File: config.mk
export PLATFORM = sky130hd
export DESIGN_NAME = rob_wb_arbiter
export DESIGN_NICKNAME = d
export VERILOG_FILES = /design/src/rtl/rob_wb_arbiter_pkg.sv /design/src/rtl/rob_wb_arbiter_rr_pick.sv /design/src/rtl/rob_wb_arbiter.sv
export SDC_FILE = /design/constraint.sdc
export NUM_CORES = 1
export LEC_CHECK = 0
export ABC_AREA = 1
export BUFFER_PORTS_ARGS = -buffer_cell sky130_fd_sc_hd__buf_2
export CELL_PAD_IN_SITES_DETAIL_PLACEMENT = 1
export CELL_PAD_IN_SITES_GLOBAL_PLACEMENT = 2
export CORE_MARGIN = 4
export CORE_UTILIZATION = 25
export CTS_CLUSTER_SIZE = 30
export DETAILED_ROUTE_END_ITERATION = 10
export PLACE_DENSITY = 0.75
export SLEW_MARGIN = 40
export SYNTH_ARGS = -nofsm -noshare
export SYNTH_HDL_FRONTEND = slang
export SYNTH_SLANG_ARGS = --single-unit
File: constraint.sdc
create_clock -name clk -period 28.4 [get_ports clk]
set_input_delay 4.26 -clock clk [delete_from_list [all_inputs] [get_ports clk]]
set_output_delay 4.26 -clock clk [all_outputs]
set_load 0.02 [all_outputs]
File: src/rtl/rob_wb_arbiter_pkg.sv
// Shared types and constants for the ROB write-back arbiter.
// A tag of all ones marks an idle ROB write port.
package rob_wb_arbiter_pkg;

   localparam int TAG_W  = 4;
   localparam int DATA_W = 32;

   localparam logic [TAG_W-1:0] TAG_INVALID = '1;

   typedef enum logic [2:0] {
      SRC_ALU = 3'd0,
      SRC_FWD = 3'd1,
      SRC_JMP = 3'd2,
      SRC_BR  = 3'd3,
      SRC_MEM = 3'd4
   } src_e;

   typedef struct packed {
      logic [TAG_W-1:0]  tag;
      logic [DATA_W-1:0] val;
      logic [DATA_W-1:0] npc;
      logic              has_npc;
   } wb_req_t;

   localparam wb_req_t WB_IDLE = '{tag: TAG_INVALID, val: '0, npc: '0, has_npc: 1'b0};

endpackage

File: src/rtl/rob_wb_arbiter_rr_pick.sv
// Rotating-priority first-one finder: scans i_ptr, i_ptr+1, ... modulo N
// over the unmasked requests and returns a one-hot grant plus its index.
module rob_wb_arbiter_rr_pick #(
   parameter int N  = 5,
   parameter int PW = $clog2(N)
) (
   input  logic [N-1:0]  i_req,
   input  logic [N-1:0]  i_mask,
   input  logic [PW-1:0] i_ptr,
   output logic [N-1:0]  o_grant,
   output logic [PW-1:0] o_idx,
   output logic          o_found
);

   logic [N-1:0] w_req;

   assign w_req = i_req & ~i_mask;

   always_comb begin
      int            s;
      logic [PW-1:0] w_j;
      s       = 0;
      w_j     = '0;
      o_grant = '0;
      o_idx   = '0;
      o_found = 1'b0;
      for (int k = 0; k < N; k++) begin
         // N need not be a power of two, so wrap explicitly
         s = int'(i_ptr) + k;
         if (s >= N) s = s - N;
         w_j = PW'(s);
         if (!o_found && w_req[w_j]) begin
            o_found      = 1'b1;
            o_grant[w_j] = 1'b1;
            o_idx        = w_j;
         end
      end
   end

endmodule

File: src/rtl/rob_wb_arbiter.sv
// Completion-side arbiter: one holding register per producer, up to N_PORT
// round-robin grants per cycle onto registered ROB write ports.
module rob_wb_arbiter
   import rob_wb_arbiter_pkg::*;
#(
   parameter int N_SRC  = 5,
   parameter int N_PORT = 2
) (
   input  logic                     clk,
   input  logic                     rst,
   input  logic                     flush,
   input  logic [N_SRC-1:0]         src_valid,
   input  logic [N_SRC*TAG_W-1:0]   src_tag,
   input  logic [N_SRC*DATA_W-1:0]  src_val,
   input  logic [N_SRC*DATA_W-1:0]  src_npc,
   input  logic [N_SRC-1:0]         src_has_npc,
   output logic [N_SRC-1:0]         src_ready,
   output logic [N_PORT*TAG_W-1:0]  wr_tag,
   output logic [N_PORT*DATA_W-1:0] wr_val,
   output logic [N_PORT*DATA_W-1:0] wr_npc,
   output logic [N_PORT-1:0]        wr_has_npc,
   output logic [15:0]              conflict_cnt
);

   localparam int PW = $clog2(N_SRC);

   wb_req_t                        r_hold [N_SRC];
   logic [N_SRC-1:0]               r_hold_v;
   logic [PW-1:0]                  r_rr_ptr;
   logic [15:0]                    r_conflict_cnt;
   wb_req_t                        r_wr_p1 [N_PORT];

   logic [N_PORT:0][N_SRC-1:0]     w_mask;
   logic [N_PORT-1:0][N_SRC-1:0]   w_pgrant;
   logic [N_PORT-1:0][PW-1:0]      w_pidx;
   logic [N_PORT-1:0]              w_pfound;
   logic [N_SRC-1:0]               w_grant;
   logic [N_SRC-1:0]               w_accept;
   logic [PW-1:0]                  w_last;
   logic [PW-1:0]                  w_next_ptr;
   logic                           w_any;

   // Each picker sees the requests left over by the ports before it
   assign w_mask[0] = '0;
   for (genvar p = 0; p < N_PORT; p++) begin : g_pick
      rob_wb_arbiter_rr_pick #(.N(N_SRC), .PW(PW)) u_pick (
         .i_req   (r_hold_v),
         .i_mask  (w_mask[p]),
         .i_ptr   (r_rr_ptr),
         .o_grant (w_pgrant[p]),
         .o_idx   (w_pidx[p]),
         .o_found (w_pfound[p])
      );
      assign w_mask[p+1] = w_mask[p] | w_pgrant[p];

      assign wr_tag[p*TAG_W +: TAG_W]    = r_wr_p1[p].tag;
      assign wr_val[p*DATA_W +: DATA_W]  = r_wr_p1[p].val;
      assign wr_npc[p*DATA_W +: DATA_W]  = r_wr_p1[p].npc;
      assign wr_has_npc[p]               = r_wr_p1[p].has_npc;
   end

   assign w_grant = w_mask[N_PORT];
   assign w_any   = |w_pfound;

   always_comb begin
      w_last = '0;
      for (int p = 0; p < N_PORT; p++) begin
         if (w_pfound[p]) w_last = w_pidx[p];
      end
      w_next_ptr = (w_last == PW'(N_SRC - 1)) ? '0 : w_last + PW'(1);
   end

   // A granted slot frees this edge, so the producer may refill it at once
   assign src_ready    = {N_SRC{~rst & ~flush}} & (~r_hold_v | w_grant);
   assign w_accept     = src_valid & src_ready;
   assign conflict_cnt = r_conflict_cnt;

   always_ff @(posedge clk) begin
      for (int i = 0; i < N_SRC; i++) begin
         if (w_accept[i]) begin
            r_hold[i] <= '{tag:     src_tag[i*TAG_W +: TAG_W],
                           val:     src_val[i*DATA_W +: DATA_W],
                           npc:     src_npc[i*DATA_W +: DATA_W],
                           has_npc: src_has_npc[i]};
         end
      end
   end

   always_ff @(posedge clk) begin
      if (rst) begin
         r_hold_v       <= '0;
         r_rr_ptr       <= '0;
         r_conflict_cnt <= '0;
      end else begin
         if (($countones(r_hold_v) > N_PORT) && (r_conflict_cnt != 16'hFFFF))
            r_conflict_cnt <= r_conflict_cnt + 16'd1;
         if (flush) begin
            r_hold_v <= '0;
         end else begin
            r_hold_v <= (r_hold_v & ~w_grant) | w_accept;
            if (w_any) r_rr_ptr <= w_next_ptr;
         end
      end
   end

   // A protocol-error tag still consumes its grant but leaves the port idle
   always_ff @(posedge clk) begin
      for (int p = 0; p < N_PORT; p++) begin
         if (rst || flush || !w_pfound[p] || (r_hold[w_pidx[p]].tag == TAG_INVALID))
            r_wr_p1[p] <= WB_IDLE;
         else
            r_wr_p1[p] <= r_hold[w_pidx[p]];
      end
   end

endmodule

* Word-level counts from Yosys, hierarchy flattened
Memory sizes are Yosys's and may differ from the RTL's. Index checks and enable logic that the tools add are counted.
Word-level totals: bits in registers 24, memory bits (writable) 483, input port bits 353, output and inout bits 159, logic and storage cells 181, memories 2
Memories:
- r_hold | depth 5, bits a word 69, read ports 2, clocked after memory_dff 0, wr ports 5, RTL line rob_wb_arbiter.sv:27 | wb_req_t r_hold [N_SRC];
- r_wr_p1 | depth 2, bits a word 69, read ports 2, clocked after memory_dff 0, wr ports 2, RTL line rob_wb_arbiter.sv:31 | wb_req_t r_wr_p1 [N_PORT];
Operators by class: add/subtract/negate cells 15, order comparisons 16, equality and inequality tests 4, muxes and demuxes 86, bitwise gates (word level) 23, reduce and logical (&&, ||, !) cells 32
Operator list (number):
- 69-bit 2-to-1 mux | 2
- 5-bit OR | 11
- 3-bit 2-to-1 mux | 18
- 5-bit 2-to-1 mux | 10
- 1-bit 2-to-1 mux | 41
- 1-bit binary-select mux with 3-bit select | 10
- 5-bit bitwise AND | 4
- 3-bit by 4-bit < comparator with 1-bit output, second input constant | 5
- 16-bit by 1-bit adder with 16-bit output, second input constant | 1
- 4-bit by 3-bit greater-or-equal comparator with 1-bit output, second input constant | 4
- 16-bit inequality test, second input constant | 1
- 1-bit demux with 3-bit select | 5
- 3-bit by 1-bit greater-or-equal comparator with 1-bit output, second input constant | 5
- 5-bit inverter | 3
- 3-bit subtractor, second input constant | 5
- 1-bit logical AND | 14
- 1-bit zero test | 10
- 3-bit by 2-bit adder with 4-bit output, second input constant | 2
- 4-bit equality test, second input constant | 2
- 1-bit logical OR | 5
- 1-bit by 1-bit adder with 2-bit output | 2
- 3-bit by 1-bit adder with 4-bit output | 1
- 3-bit by 1-bit adder with 4-bit output, second input constant | 1
- 3-bit by 3-bit adder with 4-bit output, second input constant | 1
- 10 further kinds | 13

* Depth between registers and ports, before layout
depth after elaboration 40, mapped depth 40, gate-level depth less buffers 37

* Hierarchy
A second synthesis with hierarchy kept.
Unflattened totals: cells, all modules 2418, area total of the unflattened synthesis 23358.7 sq um
Modules (own cells, without submodules):
- rob_wb_arbiter | times used 1, cells each 1906, area each 20701.1 sq um, seq. area each 13603.0 sq um
- rob_wb_arbiter_rr_pick at g_pick[1].u_pick | times used 1, cells each 256, area each 1340.0 sq um, seq. area each 0.0 sq um
- rob_wb_arbiter_rr_pick at g_pick[0].u_pick | times used 1, cells each 256, area each 1317.5 sq um, seq. area each 0.0 sq um

* Worst setup path before layout
No wires, ideal clock.
path type input to register, from input port flush, to memory r_hold[0][0] in the netlist's numbering, enable pin, setup time 0.595 ns, data arrival time 9.628 ns, data required time 27.805 ns, path slack 18.177 ns, stages on the path 3, buffers on the path 0, cells stage by stage nor2_1 -> inv_1 -> nor3b_1
RTL lines:
- start: declaration | RTL line rob_wb_arbiter.sv:11 | input logic flush,
- end: declaration | RTL line rob_wb_arbiter.sv:27

* Worst setup path after layout
from register r_rr_ptr[0], to output port src_ready[4]
Between the ends: cells in the longest elaborated chain, start to end 37, elaborated cells between the ends (all ways) 111, classes of those cells add/sub (9); order compare (15); mux (53); bitwise (13); reduce/logical (21)
Ends and longest elaborated chain:
- start: declaration | RTL line rob_wb_arbiter.sv:29 | logic [PW-1:0] r_rr_ptr;
- start signal: assignment | RTL line rob_wb_arbiter.sv:101 | if (w_any) r_rr_ptr <= w_next_ptr;
- parallel branches: the longest is 34 deep, another holds 3-bit by 1-bit adder with 4-bit output
- 5-bit OR * | RTL line rob_wb_arbiter.sv:54 | assign w_mask[p+1] = w_mask[p] | w_pgrant[p];
- 5-bit OR * | RTL line rob_wb_arbiter.sv:74 | assign src_ready = {N_SRC{~rst & ~flush}} & (~r_hold_v | w_grant);
- 5-bit bitwise AND * | RTL line rob_wb_arbiter.sv:74
- end: declaration | RTL line rob_wb_arbiter.sv:17 | output logic [N_SRC-1:0] src_ready,
Mark *: on every way between the ends. The select of a mux whose other input is x is not followed.

==> results.py <==
metrics = {
    "detailed_routing": {
        "finalWirelength_um": 94750,
        "first_iter_violations": 1404,
        "dr.pass1.iters": 5,
        "wl_per_cell_um": 23.34,
        "vias": 19590,
        "drc": 0,
        "via_per_inst": 4.824,
        "ant_nets": 0,
    },
    "sta": {
        "fin_skew_ns": 0.03834,
        "setup_viol": 0,
        "worst_pin_slew_ns": 0.8697,
        "hold_viol_final": 0,
        "report.final.slew_viol_count": 0,
        "final.setup.tns_ns": 0,
        "fin_crit_sh": 0.3761,
        "timing.hold.ws_ns": 0.5338,
        "min_period_ns": 10.68,
        "max_freq_mhz": 93.62,
        "rsz0062_at_grt": "false",
        "relSlewSlack": 0.4202,
    },
    "outcome": {
        "status": "complete, no violations",
    },
    "run": {
        "drv_cap": 0,
    },
    "global_routing": {
        "grt_pass1_wl_um": 135200,
        "grt_pass1_vias": 19940,
        "grt_max_degree": 82,
        "grt.total_usage": 0.1939,
        "grt_antenna_before_repair": 36,
        "grt_overflow": 0,
    },
    "finish": {
        "area_growth_syn_to_layout_pct": 25.88,
        "final_common_cell": "nor2_1",
        "layout_common_cells": "nor2_1 (574), buf_2 (511), edfxtp_1 (345)",
        "nets": 3198,
        "drive_gt1_frac": 0.2483,
        "fillers": 10380,
    },
    "synth": {
        "yosysWarningCount": 0,
        "synth_cell_types": 50,
        "synth_seq_cells": 507,
        "postSynthCellCount": 2362,
        "ys.flop_type": "edfxtp_1",
        "ys_seq_area_frac": 0.6107,
        "synth_async_sr_flop_share": 0,
        "synth_edf_count": 345,
        "synth_nets": 2731,
        "syn_avg_cell_area_sq_um": 9.431,
        "syn-cell-area_sq_um": 22280,
    },
    "clocking": {
        "cts_buffers": 60,
        "htree_levels": 2,
        "postCtsSetupBuffers": 0,
        "cts.path.max_buffers": 3,
        "cts_tree": "yes",
        "root_buffer": "clkbuf_16",
        "post_cts_resized": 0,
        "numClockSinks": 507,
        "clk_pin_slew_ns": 0.06,
        "cts_hold_buf": 0,
        "clk_latency_ns": 0.67,
    },
    "floorplan": {
        "row_count": 109,
        "die_y_um": 306.5,
        "start_util": 0.2521,
        "die-area_sq_um": 93940,
        "core_area_sq_um": 88370,
        "die_w_um": 306.5,
        "ios": 512,
    },
    "critical_path": {
        "critPathMostFrequentCell": "nand2_1",
        "end_kind": "primary output",
        "slowest_stage": "dfxtp_1",
        "critPathArrivalTime_ns": 6.42,
        "crit_path_start_kind": "flip-flop",
        "r2r_cells": 31,
        "cp_max_fo": 81,
        "critPathRequiredTime_ns": 24.14,
        "path_class": "reg2out",
        "slowest_delay_ns": 0.72,
        "r2r_setup_slack_ns": 19.87,
        "worst_r2r_startpoint": "r_rr_ptr[0]",
        "path_delay_family": "simple AND/OR/NAND/NOR gates",
        "regToRegEndpoint": "r_wr_p1[1][31]",
        "worst-path-buf-inv": 5,
    },
    "hold_path": {
        "holdPathEnd": "conflict_cnt[3]",
        "hold_start": "conflict_cnt[3]",
        "hold_path.class": "reg2reg",
        "holdPathStages": 2,
    },
    "placed_design": {
        "gp_congestion": 0.8535,
        "dp_hpwl_um": 64210,
        "port_buffers": 511,
    },
}
==> Yosys cell counts (all sizes together), types with 3 or more instances <==
cell type,number,area (sq um)
nor2,603,2349
edfxtp,345,10360
o21ai,280,1405
nand2,215,867.1
inv,167,626.8
dfxtp,162,3243
a21oi,149,749.5
o22ai,132,825.8
clkbuf,96,360.4
nand3,89,518.0
buf,38,260.3
nand4,21,131.4
ha,13,162.7
nor3,12,71.32
a31oi,6,37.54
nor3b,5,37.54
fa,3,60.06
nor4,3,18.77
xnor2,3,26.28
xor2,3,33.79
==> metal layers <==
| layer | part of all wire | global-route usage |
|---|---|---|
| met5 | 0.0014 | 0 |
| met2 | 0.47 | 0.3206 |
| met4 | 0.028 | 0.05538 |
| met1 | 0.44 | 0.2590 |
| met3 | 0.061 | 0.03843 |
==> final cells by class <==
type | instances | area (sq um) | area share
sequential | 507 | 13600 | 0.4851
multi-input combinational | 1552 | 7485 | 0.2669
timing repair buffer | 539 | 2811 | 0.1003
clock buffer | 85 | 1695 | 0.06046
tap | 1165 | 1458 | 0.05198
inverter | 169 | 660.6 | 0.02356
clock inverter | 28 | 290.3 | 0.01035
antenna | 15 | 37.54 | 0.001339
==> kinds of logic (layout without fill, tap and decap cells) <==
| kind of cell | Yosys count | in the layout | synth area share |
|---|---|---|---|
| adders and majority gates | 16 | 16 | 0.009999 |
| buffers and inverters | 303 | 821 | 0.05656 |
| other | 0 | 15 | 0 |
| xor gates and xnor gates | 6 | 6 | 0.002697 |
| AOI/OAI and AO/OA | 580 | 580 | 0.1402 |
| DFF | 507 | 507 | 0.6107 |
| and+or+nand+nor | 950 | 950 | 0.1799 |
==> how the worst max path moves through the flow <==
stage / from / to / slack (ns) / cells after the start
floorplan: flush / r_hold[0][0] / 18.18 / 3
global placement: r_rr_ptr[0] / src_ready[3] / 18.49 / 27
detailed placement: r_rr_ptr[0] / src_ready[4] / 18.37 / 29
CTS: r_rr_ptr[0] / src_ready[4] / 17.65 / 29
global route: r_rr_ptr[0] / src_ready[4] / 17.13 / 29
finish: r_rr_ptr[0] / src_ready[4] / 17.72 / 25
==> per-stage QoR <==
stage          cell area (sq um)  setup WS (ns)    util  cells
2_1_floorplan              22280          18.18       -   2362
3_3_place_gp               25950          18.49  0.2936   3930
3_5_place_dp               25990          18.37  0.2941   3931
4_1_cts                    27980          17.65  0.3166   4044
5_1_grt                    28020          17.13  0.3171   4053
6_report                   28040          17.72  0.3173   4060
==> tightest hold or removal path: cells and delay by family, from the launching register on <==
family / cells / cell delay, ns
buffers and inverters: 1 / 0.08
DFF: 1 / 0.34
AOI/OAI and AO/OA: 1 / 0.06
==> sequential cells by signal (all words and copies together), names as in the netlist <==
| register | cells |
|---|---|
| conflict_cnt | 16 |
| r_hold_v | 5 |
| r_wr_p1 | 138 |
| r_hold | 345 |
| r_rr_ptr | 3 |
Power is not shown: default switching activity piles up to over one toggle a cycle in this logic, so the estimate is an artifact.
